==> src/rtl/ysyx_23060191_lsu_pkg.sv <==
// rtl/ysyx_23060191_lsu_pkg.sv - shared constants and types for the load/store unit
//
// Purpose : datapath width, RV32 load/store funct3 codes, LSU state encoding,
//           access-size decode helper.
// Ports   : none (package).
package ysyx_23060191_lsu_pkg;

   localparam int CPU_WIDTH = 32;

   localparam logic [2:0] LSU_B  = 3'b000;
   localparam logic [2:0] LSU_H  = 3'b001;
   localparam logic [2:0] LSU_W  = 3'b010;
   localparam logic [2:0] LSU_BU = 3'b100;
   localparam logic [2:0] LSU_HU = 3'b101;

   typedef enum logic [1:0] {
      LSU_IDLE = 2'd0,
      LSU_REQ  = 2'd1,
      LSU_WAIT = 2'd2,
      LSU_DONE = 2'd3
   } lsu_state_t;

   typedef enum logic [1:0] {
      SZ_B = 2'd0,
      SZ_H = 2'd1,
      SZ_W = 2'd2
   } lsu_size_t;

   // funct3[1:0] carries the size; unknown encodings fall back to a word access.
   function automatic lsu_size_t lsu_size(input logic [2:0] funct3);
      case (funct3[1:0])
         2'b00:   return SZ_B;
         2'b01:   return SZ_H;
         default: return SZ_W;
      endcase
   endfunction

endpackage

==> src/rtl/ysyx_23060191_lsu_align.sv <==
// rtl/ysyx_23060191_lsu_align.sv - load extract/extend and store lane replication
//
// Purpose : combinational byte-lane logic shared by loads and stores.
// Ports   : i_wen     - 1 selects the store direction (wdata/wmask), 0 = load
//           i_funct3  - RV32 funct3 of the access
//           i_addr_lo - address bits [1:0]
//           i_wdata   - store data (rs2)
//           i_rdata   - word returned by memory
//           o_wdata   - lane-replicated store data (0 for loads)
//           o_wmask   - byte enables (0 for loads)
//           o_rdata   - extracted and extended load data
module ysyx_23060191_lsu_align #(
   parameter int CPU_WIDTH = 32
) (
   input  logic                 i_wen,
   input  logic [2:0]           i_funct3,
   input  logic [1:0]           i_addr_lo,
   input  logic [CPU_WIDTH-1:0] i_wdata,
   input  logic [CPU_WIDTH-1:0] i_rdata,
   output logic [CPU_WIDTH-1:0] o_wdata,
   output logic [3:0]           o_wmask,
   output logic [CPU_WIDTH-1:0] o_rdata
);
   import ysyx_23060191_lsu_pkg::*;

   lsu_size_t            w_size;
   logic [1:0]           w_off;
   logic [4:0]           w_shift;
   logic [CPU_WIDTH-1:0] w_raw;
   logic                 w_unsigned;

   always_comb begin
      w_size     = lsu_size(i_funct3);
      w_unsigned = (i_funct3 == LSU_BU) || (i_funct3 == LSU_HU);

      // Low address bits below the access size are dropped, so a halfword
      // only looks at addr[1] and a word ignores both bits.
      case (w_size)
         SZ_B:    w_off = i_addr_lo;
         SZ_H:    w_off = {i_addr_lo[1], 1'b0};
         default: w_off = 2'b00;
      endcase
      w_shift = {w_off, 3'b000};
      w_raw   = i_rdata >> w_shift;

      o_rdata = w_raw;
      o_wdata = '0;
      o_wmask = 4'b0000;

      case (w_size)
         SZ_B: begin
            o_rdata = w_unsigned ? {{(CPU_WIDTH-8){1'b0}}, w_raw[7:0]}
                                 : {{(CPU_WIDTH-8){w_raw[7]}}, w_raw[7:0]};
            if (i_wen) begin
               o_wdata = {4{i_wdata[7:0]}};
               o_wmask = 4'b0001 << w_off;
            end
         end
         SZ_H: begin
            o_rdata = w_unsigned ? {{(CPU_WIDTH-16){1'b0}}, w_raw[15:0]}
                                 : {{(CPU_WIDTH-16){w_raw[15]}}, w_raw[15:0]};
            if (i_wen) begin
               o_wdata = {2{i_wdata[15:0]}};
               o_wmask = 4'b0011 << w_off;
            end
         end
         default: begin
            if (i_wen) begin
               o_wdata = i_wdata;
               o_wmask = 4'b1111;
            end
         end
      endcase
   end

endmodule

==> src/rtl/ysyx_23060191_lsu.sv <==
// rtl/ysyx_23060191_lsu.sv - multi-cycle load/store unit feeding writeback
//
// Purpose : accepts one op from EXU, issues a word-aligned data-memory request,
//           waits for the response, extends load data and hands the result
//           to WBU with a valid/ready handshake.
// Optional: YSYX_23060191_LSU_MISALIGN_CHECK_EN - flag misaligned H/W accesses
//           at accept and complete them without touching memory.
// Ports   : clk, rst (async, active high)
//           in_valid/in_ready, in_ren, in_wen, in_funct3, in_addr, in_wdata,
//           in_exu_res                          - op from EXU
//           dmem_req_valid/ready, dmem_req_wen, dmem_req_addr, dmem_req_wdata,
//           dmem_req_wmask                      - memory request
//           dmem_resp_valid, dmem_resp_rdata    - memory response / ack
//           out_valid/out_ready, lsu_res, load_en, exu_res, misalign - to WBU
module ysyx_23060191_lsu #(
   parameter int CPU_WIDTH = ysyx_23060191_lsu_pkg::CPU_WIDTH
) (
   input  logic                 clk,
   input  logic                 rst,
   input  logic                 in_valid,
   output logic                 in_ready,
   input  logic                 in_ren,
   input  logic                 in_wen,
   input  logic [2:0]           in_funct3,
   input  logic [CPU_WIDTH-1:0] in_addr,
   input  logic [CPU_WIDTH-1:0] in_wdata,
   input  logic [CPU_WIDTH-1:0] in_exu_res,
   output logic                 dmem_req_valid,
   input  logic                 dmem_req_ready,
   output logic                 dmem_req_wen,
   output logic [CPU_WIDTH-1:0] dmem_req_addr,
   output logic [CPU_WIDTH-1:0] dmem_req_wdata,
   output logic [3:0]           dmem_req_wmask,
   input  logic                 dmem_resp_valid,
   input  logic [CPU_WIDTH-1:0] dmem_resp_rdata,
   output logic                 out_valid,
   input  logic                 out_ready,
   output logic [CPU_WIDTH-1:0] lsu_res,
   output logic                 load_en,
   output logic [CPU_WIDTH-1:0] exu_res,
   output logic                 misalign
);
   import ysyx_23060191_lsu_pkg::*;

   lsu_state_t           r_state;
   logic                 r_in_ready;
   logic                 r_req_valid;
   logic                 r_out_valid;
   logic                 r_load_en;
   logic                 r_wen;
   logic [2:0]           r_funct3;
   logic [CPU_WIDTH-1:0] r_addr;
   logic [CPU_WIDTH-1:0] r_wdata;
   logic [CPU_WIDTH-1:0] r_exu_res;
   logic [CPU_WIDTH-1:0] r_lsu_res;

   logic [CPU_WIDTH-1:0] w_req_wdata;
   logic [3:0]           w_req_wmask;
   logic [CPU_WIDTH-1:0] w_load_data;
   logic                 w_misalign;

`ifdef YSYX_23060191_LSU_MISALIGN_CHECK_EN
   logic r_misalign;

   always_comb begin
      w_misalign = 1'b0;
      if (in_ren || in_wen) begin
         case (lsu_size(in_funct3))
            SZ_B:    w_misalign = 1'b0;
            SZ_H:    w_misalign = in_addr[0];
            default: w_misalign = (in_addr[1:0] != 2'b00);
         endcase
      end
   end

   assign misalign = r_misalign;
`else
   assign w_misalign = 1'b0;
   assign misalign   = 1'b0;
`endif

   // The align block works from latched fields: the request side stays stable
   // through REQ, and the load side sees the same funct3/addr during WAIT.
   ysyx_23060191_lsu_align #(
      .CPU_WIDTH(CPU_WIDTH)
   ) u_align (
      .i_wen     (r_wen),
      .i_funct3  (r_funct3),
      .i_addr_lo (r_addr[1:0]),
      .i_wdata   (r_wdata),
      .i_rdata   (dmem_resp_rdata),
      .o_wdata   (w_req_wdata),
      .o_wmask   (w_req_wmask),
      .o_rdata   (w_load_data)
   );

   always_ff @(posedge clk or posedge rst) begin
      if (rst) begin
         r_state     <= LSU_IDLE;
         r_in_ready  <= 1'b1;
         r_req_valid <= 1'b0;
         r_out_valid <= 1'b0;
         r_load_en   <= 1'b0;
         r_wen       <= 1'b0;
         r_funct3    <= 3'b000;
         r_addr      <= '0;
         r_wdata     <= '0;
         r_exu_res   <= '0;
         r_lsu_res   <= '0;
`ifdef YSYX_23060191_LSU_MISALIGN_CHECK_EN
         r_misalign  <= 1'b0;
`endif
      end else begin
         case (r_state)
            LSU_IDLE: begin
               if (in_valid) begin
                  // ren&wen together is a store: r_wen alone decides direction.
                  r_wen      <= in_wen;
                  r_funct3   <= in_funct3;
                  r_addr     <= in_addr;
                  r_wdata    <= in_wdata;
                  r_exu_res  <= in_exu_res;
                  r_in_ready <= 1'b0;
`ifdef YSYX_23060191_LSU_MISALIGN_CHECK_EN
                  r_misalign <= w_misalign;
`endif
                  if (w_misalign || !(in_ren || in_wen)) begin
                     r_load_en   <= 1'b0;
                     r_lsu_res   <= '0;
                     r_out_valid <= 1'b1;
                     r_state     <= LSU_DONE;
                  end else begin
                     r_req_valid <= 1'b1;
                     r_state     <= LSU_REQ;
                  end
               end
            end
            LSU_REQ: begin
               if (dmem_req_ready) begin
                  r_req_valid <= 1'b0;
                  r_state     <= LSU_WAIT;
               end
            end
            LSU_WAIT: begin
               if (dmem_resp_valid) begin
                  if (r_wen) begin
                     r_load_en <= 1'b0;
                     r_lsu_res <= '0;
                  end else begin
                     r_load_en <= 1'b1;
                     r_lsu_res <= w_load_data;
                  end
                  r_out_valid <= 1'b1;
                  r_state     <= LSU_DONE;
               end
            end
            default: begin
               // No accept in this cycle: the next op waits for IDLE.
               if (out_ready) begin
                  r_out_valid <= 1'b0;
                  r_in_ready  <= 1'b1;
                  r_state     <= LSU_IDLE;
               end
            end
         endcase
      end
   end

   assign in_ready       = r_in_ready;
   assign dmem_req_valid = r_req_valid;
   assign dmem_req_wen   = r_wen;
   assign dmem_req_addr  = {r_addr[CPU_WIDTH-1:2], 2'b00};
   assign dmem_req_wdata = w_req_wdata;
   assign dmem_req_wmask = w_req_wmask;
   assign out_valid      = r_out_valid;
   assign lsu_res        = r_lsu_res;
   assign load_en        = r_load_en;
   assign exu_res        = r_exu_res;

endmodule

==> config.mk <==
export PLATFORM = sky130hd
export DESIGN_NAME = ysyx_23060191_lsu
export DESIGN_NICKNAME = d
export VERILOG_FILES = /design/src/rtl/ysyx_23060191_lsu_pkg.sv /design/src/rtl/ysyx_23060191_lsu_align.sv /design/src/rtl/ysyx_23060191_lsu.sv
export SDC_FILE = /design/constraint.sdc
export NUM_CORES = 1
export LEC_CHECK = 0
export ABC_AREA = 1
export ABC_CLOCK_PERIOD_IN_PS = 4900
export BUFFER_PORTS_ARGS = -buffer_cell sky130_fd_sc_hd__buf_2
export CAP_MARGIN = 20
export CORE_ASPECT_RATIO = 0.7
export CORE_MARGIN = 4
export CORE_UTILIZATION = 45
export CTS_BUF_LIST = sky130_fd_sc_hd__clkbuf_16
export DETAILED_ROUTE_END_ITERATION = 8
export PLACE_DENSITY = 0.78
export SYNTH_ARGS = -nofsm -noshare
export SYNTH_HDL_FRONTEND = slang
export SYNTH_HIERARCHICAL = 1
export SYNTH_SLANG_ARGS = --single-unit
==> constraint.sdc <==
create_clock -name clk -period 4.9 [get_ports clk]
set_input_delay 1.47 -clock clk [delete_from_list [all_inputs] [get_ports clk]]
set_output_delay 1.47 -clock clk [all_outputs]
set_load 0.01 [all_outputs]
Yosys cells after proc, flatten, opt, wreduce, memory -nomap -nowiden:

Cells that the tools add are included.

* equality and inequality tests: 11
* shifts and indexed selects: 3
* multiplexer cells: 41
* bitwise gates (word level): 2
* reductions and logical operators: 17

Operators by type and width (number)
* 2-to-1 mux 32 bit: 9
* one-hot mux 32 bit (2 select lines): 3
* right shift 32 x 5 -> 32 bit: 1
* 2-to-1 mux 1 bit: 13
* 2-to-1 mux 4 bit: 3
* AND reduction 4 bit: 3
* 2-to-1 mux 2 bit: 5
* != test 2 bit, second input constant: 5
* one-hot mux 2 bit (2 select lines): 2
* one-hot mux 4 bit (2 select lines): 1
* equality test 2 x 1 -> 1 bit, second input constant: 3
* equality test 3 bit, second input constant: 2
* zero test 2 bit: 3
* one-hot mux 1 bit (2 select lines): 3
* one-hot mux 2 bit (3 select lines): 1
* nonzero test 2 bit: 3
* AND reduction 5 bit: 1
* nonzero test 4 bit: 1
* << shifter 1 x 2 -> 4 bit, first input constant: 1
* << shifter 2 x 2 -> 4 bit, first input constant: 1
* one-hot mux 1 bit (3 select lines): 1
* AND reduction 3 bit: 1
* nonzero test 3 bit: 1
* equality test 2 bit, second input constant: 1
* other kinds (4): 6

* bits in registers: 138
* input port bits: 139
* output and inout port bits: 138
* logic and storage cells: 85

Depth between registers and ports, before layout:

Gate-level depths: netlist of run 1.

* depth in word-level cells: 10
* mapped depth: 12
* depth with buffers taken out: 11

Hierarchy:

The synthesis of run 1 kept the hierarchy.

Modules (own cells, without submodules)
* ysyx_23060191_lsu: instances 1, cells an instance 449, area an instance 5796.8 sq um, seq. area each 3454.6 sq um
* ysyx_23060191_lsu_align: instances 1, cells an instance 264, area an instance 1255.0 sq um, seq. area each 0.0 sq um

Least setup slack after synthesis of run 1:

No wires, ideal clock.

* path type: flip-flop to output port
* start point: reg r_funct3[1]
* end point: out dmem_req_wmask[1]
* arrival: 1.311 ns
* data required time: 3.430 ns
* slack: 2.119 ns
* cell stages (with the launch flop): 9
* buffers on the path: 3
* cell sequence: dfrtp_1 buf_6 nor2_4 nand2_2 buf_6 inv_1 buf_4 nor2_1 a21oi_1

* longest elaborated chain between the ends: 7
* elaborated cells between the ends (all ways): 11
* classes of those cells: eq/ne (2); shift (2); mux (5); reduce/logical (2)

Ends and longest elaborated chain
* from (decl): line ysyx_23060191_lsu.sv:51 `logic [2:0] r_funct3;`
* from (signal assigned): line ysyx_23060191_lsu.sv:119 `r_funct3 <= in_funct3;`
* equality test 2 x 1 -> 1 bit / zero test 2 bit (equally long branches): line ysyx_23060191_lsu_pkg.sv:31 `case (funct3[1:0])`
* one-hot mux 2 bit (2 select lines) *: line ysyx_23060191_lsu_pkg.sv:31
* equality test 2 x 1 -> 1 bit / zero test 2 bit (equally long branches): line ysyx_23060191_lsu_align.sv:38, ysyx_23060191_lsu_align.sv:50
* one-hot mux 2 bit (2 select lines): line ysyx_23060191_lsu_align.sv:38 `case (w_size)`
* << shifter 2 x 2 -> 4 bit / << shifter 1 x 2 -> 4 bit (equally long branches): line ysyx_23060191_lsu_align.sv:64, ysyx_23060191_lsu_align.sv:56
* 2-to-1 mux 4 bit (on tied branches): line ysyx_23060191_lsu_align.sv:62, ysyx_23060191_lsu_align.sv:54
* one-hot mux 4 bit (2 select lines) *: line ysyx_23060191_lsu_align.sv:50 `case (w_size)`
* to (decl): line ysyx_23060191_lsu.sv:33 `output logic [3:0] dmem_req_wmask,`

Every way passes the cells marked *; elsewhere a longest branch is shown, timed or not.

Final worst setup path of run 1:

Same ends and word-level chain as after synthesis.

==> flow_metrics.tcl, run 1 <==
set metrics [dict create \
    status "completed" \
    die_w_um 158 \
    avgRoutedWirePerCell_um 17.8 \
    critical_path.max_fanout 29 \
    finalMaxSlewViolations 0 \
    worstPathArrival_ps 2540 \
    buffer_ports.inserted 273 \
    grt_use_met1_pct 29.1 \
    flip_flop_and_latch_count_after_synthesis 138 \
    rr_startpoint "r_state[0]" \
    period_needed_ps 4010 \
    clock-skew-final_ps 7.10 \
    grt_pass1_wl_um 31800 \
    post_synth_xor_area_fraction_pct 0 \
    yosys_cell_types 30 \
    power.switching_fraction_pct 41.9 \
    sinks_on_clock_net 138 \
    p_switching_uw 2610 \
    multi_input_comb_area_mm2 0.00285 \
    grt_start_max_net_pins 139 \
    global_route_total_overflow 0 \
    finish.net_count 1085 \
    ir_drop_uv 410 \
    n_fill_cell 1340 \
    power.density_cell_area_mw_per_mm2 716 \
    synth-adder-area-share_pct 1.06 \
    period_utilization_post_route_pct 81.8 \
    cp_slowest_stage_delay_ps 460 \
    yosys.area.top_type_share_pct 48.6 \
    final_core_util_pct 58.1 \
    worst_skew_pair.late_latency_ps 420 \
    timing_worst_slew_pin_value_ps 1090 \
    total_power_uw 6240 \
    synth-edff-count 0 \
    cell_count_after_synthesis 713 \
    postSynth.topFlopCell "sky130_fd_sc_hd__dfrtp_1" \
    route.detailed.vias_per_inst 5.19 \
    core_mm2 0.0150 \
    fin_hold_ws_ps 470 \
    global_route.usage.total_pct 22.7 \
    comb_power_share_pct 46.9 \
    use_met3_pct 7.84 \
    antenna_cells_inserted 0 \
    setup.worst_path.start "r_funct3[1]" \
    fmax_mhz 249 \
    seqCellArea_mm2 0.00345 \
    depth_of_the_most_critical_reg_to_reg_path 5 \
    async_sr_flop_fraction_pct 100 \
    p_seq_share_pct 32.5 \
    routabilityCongestion 0.877 \
    synth-compound-area-share_pct 4.31 \
    yosys_warnings 6 \
    crit_chain "nor2_4 > nand2_2 > inv_1 > nor2_1 > a21oi_1 > buf_2" \
    netlist.top_cell.by_area "sky130_fd_sc_hd__dfrtp_1" \
    cp_startpoint_kind "flop" \
    rows 37 \
    final_antenna_net_count 0 \
    cts.hold.buffers_added 0 \
    post_route_setup_tns_ps 0 \
    holdCritPathClass "flop to flop" \
    leading_post_synthesis_cells_by_cell_area "sky130_fd_sc_hd__dfrtp_1 49%, sky130_fd_sc_hd__mux2_2 16%, sky130_fd_sc_hd__nand2_1 8.9%" \
    met2_usage_pct 36.2 \
    timing.critical_path.to_type "output pin" \
    post_synth_mux_area_share_pct 16.0 \
    number_of_antenna_violations_at_the_first_check_in_global_routing 0 \
    max_slew_margin_pct 27.5 \
    timing.setup.critical_path_class "flop to output pin" \
    detailroute.via_count 5956 \
    wl_um 20500 \
    drt_first_iter_violations 454 \
    vias_in_the_first_global_route 6063 \
    die-height_um 113 \
    post_layout_nonfiller_instances 1148 \
    yosys.area_share.simple_pct 18.9 \
    cts_bufs_inserted 17 \
    cts_buffer_depth 2 \
    firstDrtPassIters 6 \
    power.clock.fraction_pct 20.6 \
    dpl.hpwl_um 15100 \
    mean_post_synth_cell_area_um2 9.89 \
    grt_setup_unrepaired "no" \
    postCtsSetupRepairBufs 0 \
    most_heavily_used_metal_layer_in_global_routing "met2" \
    dominant_combinational_cell_family_by_area_after_synthesis "simple AND/OR/NAND/NOR gates" \
    tritoncts "built" \
    initial_utilization_pct 47.0 \
    cts-root-buf "sky130_fd_sc_hd__clkbuf_16" \
    cp.required_ps 3430 \
    placedCellCount 1116 \
    ff2ff_setup_slack_ps 2450 \
    clock_slew_seen_by_the_registers_of_the_worst_setup_and_hold_paths_ps 70 \
    power_internal_uw 3630 \
    critical_path.endpoint "dmem_req_wmask[1]" \
    htree_num_levels 4 \
    die_area_mm2 0.0178 \
    post_cts_resize_count 0 \
    p_leak_uw 0.00473 \
    io_pins 277 \
    final_layout_size_suffix_gt1_share_pct 45.4 \
    setup_violations 0 \
    netlist_area_mm2 0.00705 \
    drc 0 \
    critical-path-slowest-cell "sky130_fd_sc_hd__nor2_4" \
    share_of_the_yosys_chip_area_belonging_to_registers_pct 49.0 \
    syn_to_final_growth_pct 23.5 \
    timing.rr.end "r_addr[10]" \
    max_cap_viol_count 0 \
    hold_viol_final 0 \
]
[area by class of cell]
cell class,count,share of cell area [%]
multi-input cells,467,32.7
repair buffers,279,16.6
inverters,37,1.64
clock inverters,15,1.77
flip-flops and latches,138,39.7
clock buffers,17,4.88
well taps,195,2.80
[worst min-delay path by stage]
stage | from | cells after the start | end | slack, ps
final | load_en | 2 | load_en | 470
after global routing | lsu_res[30] | 2 | lsu_res[30] | 500
after CTS | load_en | 2 | load_en | 470
after detailed placement | load_en | 2 | load_en | 450
after global placement | load_en | 2 | load_en | 450
after floorplan | r_wdata[24] | 1 | r_wdata[24] | 480
[synthesized netlist by cell type (6+ instances only)]
cell type                  number
sky130_fd_sc_hd__inv_1         32
sky130_fd_sc_hd__clkbuf_1       6
sky130_fd_sc_hd__buf_4         34
sky130_fd_sc_hd__dfrtp_1      137
sky130_fd_sc_hd__clkbuf_8       6
sky130_fd_sc_hd__nand3b_1       7
sky130_fd_sc_hd__buf_2          6
sky130_fd_sc_hd__ha_1           6
sky130_fd_sc_hd__o21ai_0       35
sky130_fd_sc_hd__buf_6         20
sky130_fd_sc_hd__nor2_1        31
sky130_fd_sc_hd__mux2_2       100
sky130_fd_sc_hd__nand3_1       77
sky130_fd_sc_hd__nand2_1      168
sky130_fd_sc_hd__a21oi_1       15
[sequential cells by signal (all words and copies together) (netlist names)]
signal	cells
in_ready	1
r_funct3	3
r_addr	32
exu_res	32
lsu_res	32
out_valid	1
r_wdata	32
dmem_req_wen	1
dmem_req_valid	1
load_en	1
r_state	2
[cells by family (layout without fill, tap and decap cells)]
group | after synthesis | after routing
adder cells (fa/ha/maj) | 6 | 6
AO/OA/AOI/OAI | 58 | 58
flip-flops | 138 | 138
multiplexers | 100 | 100
other | 1 | 3
buffers and inverters | 110 | 348
AND/OR/NAND/NOR | 300 | 300
[layer usage]
layer,up-vias,wire (µm),part of all wire [%]
met4,0,442,2.2
li1,2761,-,-
met5,-,0,0
met2,287,9740,48
met1,2871,8030,39
met3,37,2260,11
[power groups by stage]
stage | registers, µW | clock network, µW | logic (µW)
6_report | 2030 | 1280 | 2930
2_1_floorplan | 2050 | 0 | 2140
4_1_cts | 2030 | 1300 | 2940
5_1_grt | 2100 | 1350 | 3220
3_3_place_gp | 2010 | 0 | 2840
3_5_place_dp | 2040 | 0 | 2920
[stage by stage]
stage	cell area, µm²	setup slack [ps]
final	8710	891
after global routing	8710	702
after CTS	8710	939
after detailed placement	8130	1410
after global placement	8100	1480
after floorplan	7060	1710
[cell usage in the layout, fill, tap and decap left out, drive strengths merged, types with 4 or more instances in the layout]
master    count
a21oi        15
buf         279
clkbuf       17
clkinvlp      4
dfrtp       137
ha            6
inv          46
mux2        100
nand2       174
nand3        82
nand3b        7
nor2         35
o21ai        36
[critical path: cells and delay by family, from the launching register on]
kind            cells  cell delay, ps
buf+inv             2             570
compound gates      1             130
flops               1             410
simple gates        3            1000
No activity file was read; power rests on OpenSTA's default activity.
==> run 2, diff against run 1 <==
Settings changed: ABC_CLOCK_PERIOD_IN_PS 4900 to 4150, CORE_UTILIZATION 45 to 49, PLACE_DENSITY 0.78 to 0.8.
Clock period 4.9 ns to 4.15 ns, I/O delays scaled along.
==> flow_metrics.tcl, run 2 (synthesized netlist as in run 1, its figures left out) <==
set metrics [dict create \
    grt_setup_unrepaired "no" \
    rows 36 \
    route.detailed.vias_per_inst 5.26 \
    cts-root-buf "sky130_fd_sc_hd__clkbuf_16" \
    final_cell_mix "273 x sky130_fd_sc_hd__buf_2, 168 x sky130_fd_sc_hd__nand2_1, 137 x sky130_fd_sc_hd__dfrtp_1, 100 x sky130_fd_sc_hd__mux2_2, 77 x sky130_fd_sc_hd__nand3_1" \
    status "completed" \
    avgRoutedWirePerCell_um 17.4 \
    wl_um 19900 \
    timing_worst_slew_pin_value_ps 725 \
    global_route_total_overflow 0 \
    holdCritPathClass "flop to flop" \
    cts.hold.buffers_added 0 \
    period_utilization_post_route_pct 90.2 \
    clock_slew_seen_by_the_registers_of_the_worst_setup_and_hold_paths_ps 60 \
    syn_to_final_growth_pct 24.1 \
    critical-path-slowest-cell "sky130_fd_sc_hd__inv_1" \
    worstPathArrival_ps 2500 \
    period_needed_ps 3740 \
    final_core_util_pct 62.5 \
    grt_start_max_net_pins 82 \
    routabilityCongestion 0.880 \
    cts_bufs_inserted 17 \
    core_mm2 0.0140 \
    final_antenna_net_count 0 \
    crit_chain "buf_4 > nor2_4 > buf_4 > nand2_2 > inv_1 > nor2_1 > a21oi_1 > buf_2" \
    crit_top_cell "sky130_fd_sc_hd__buf_4" \
    cp.required_ps 2900 \
    clock-skew-final_ps 8.05 \
    worst_skew_pair.late_latency_ps 410 \
    dp_worst_setup_slack_ps 897 \
    cts_buffer_depth 2 \
    drc 0 \
    htree_num_levels 4 \
    tritoncts "built" \
    cp_startpoint_kind "flop" \
    detailroute.via_count 6028 \
    layout_commonest_cell "sky130_fd_sc_hd__buf_2" \
    postCtsSetupRepairBufs 0 \
    fmax_mhz 267 \
    antenna_cells_inserted 0 \
    drt_first_iter_violations 467 \
    global_route.usage.total_pct 24.4 \
    initial_utilization_pct 50.3 \
    critical_path.max_fanout 29 \
    sinks_on_clock_net 138 \
    die_w_um 151 \
    max_slew_margin_pct 51.5 \
    power.density_cell_area_mw_per_mm2 846 \
    die_area_mm2 0.0164 \
    cp_slowest_stage_delay_ps 420 \
    io_pins 277 \
    hold_viol_final 0 \
    max_cap_viol_count 0 \
    grt_pass1_wl_um 31000 \
    dpl.hpwl_um 14900 \
    vias_in_the_first_global_route 5957 \
    ir_drop_uv 493 \
    finalMaxSlewViolations 0 \
    firstDrtPassIters 6 \
    number_of_antenna_violations_at_the_first_check_in_global_routing 2 \
    crit_family "buffers and inverters" \
    buffer_ports.inserted 273 \
    post_cts_resize_count 0 \
    p_leak_uw 0.00477 \
    worstPathBufferInverterCount 4 \
    final_layout_size_suffix_gt1_share_pct 45.6 \
    die-height_um 108 \
    timing.setup.critical_path_class "flop to output pin" \
    timing.critical_path.to_type "output pin" \
    post_route_setup_tns_ps 0 \
    post-route-worst-setup-slack_ps 407 \
    finish.net_count 1088 \
    setup_violations 0 \
]
## run 2: cell count changes in the layout (fill, tap and decap cells not counted), sizes merged
cell / before / now
buf: 279 / 282
bufinv: 1 / 2
clkinvlp: 4 / 3
## run 2: tightest hold or removal path, delay by kind of cell, from the launching register on
family / cells / cell delay, ps
AND/OR/NAND/NOR: 2 / 100
flip-flops: 1 / 340
## run 2: worst paths after layout
path | endpoint | startpoint | slack (ps) | cells after the start
max in group asynchronous | lsu_res[20] | rst | 2600 | 3
setup / recovery | dmem_req_wmask[1] | r_funct3[1] | 410 | 8
hold reg to reg | lsu_res[26] | lsu_res[26] | 470 | 2
min in group asynchronous | exu_res[27] | rst | 840 | 3
hold / removal | lsu_res[26] | lsu_res[26] | 470 | 2
setup reg to reg | lsu_res[4] | r_funct3[1] | 1810 | 9
## run 2: area by class of cell
class,count,area [µm²]
Tap cell,190,238
Inverter,37,143
Multi-Input combinational cell,467,2850
Sequential cell,138,3450
Timing Repair Buffer,282,1470
Clock buffer,17,425
Fill cell,1181,5260
Clock inverter,15,179
## run 2: layer usage
metal	vias up	part of all wire, %	GRT usage, %
met5	-	0.14	0
met4	4	1.6	6.79
met3	30	12	9.68
met2	313	48	39.3
met1	2906	39	30.5
li1	2775	-	-
## run 2: power by group
group	total, µW	internal, µW	switching [µW]
Combinational	3470	1440	2020
Sequential	2370	1990	384
Clock	1560	912	652
Total	7400	4340	3060
## run 2: per-stage QoR
stage	hold WS [ps]	std cells	total power, µW	area, µm²
after floorplan	479	715	4950	7060
after global placement	457	1113	5720	8120
after detailed placement	461	1113	5820	8120
after CTS	478	1145	7420	8720
after global routing	501	1146	7920	8750
final	472	1146	7400	8750
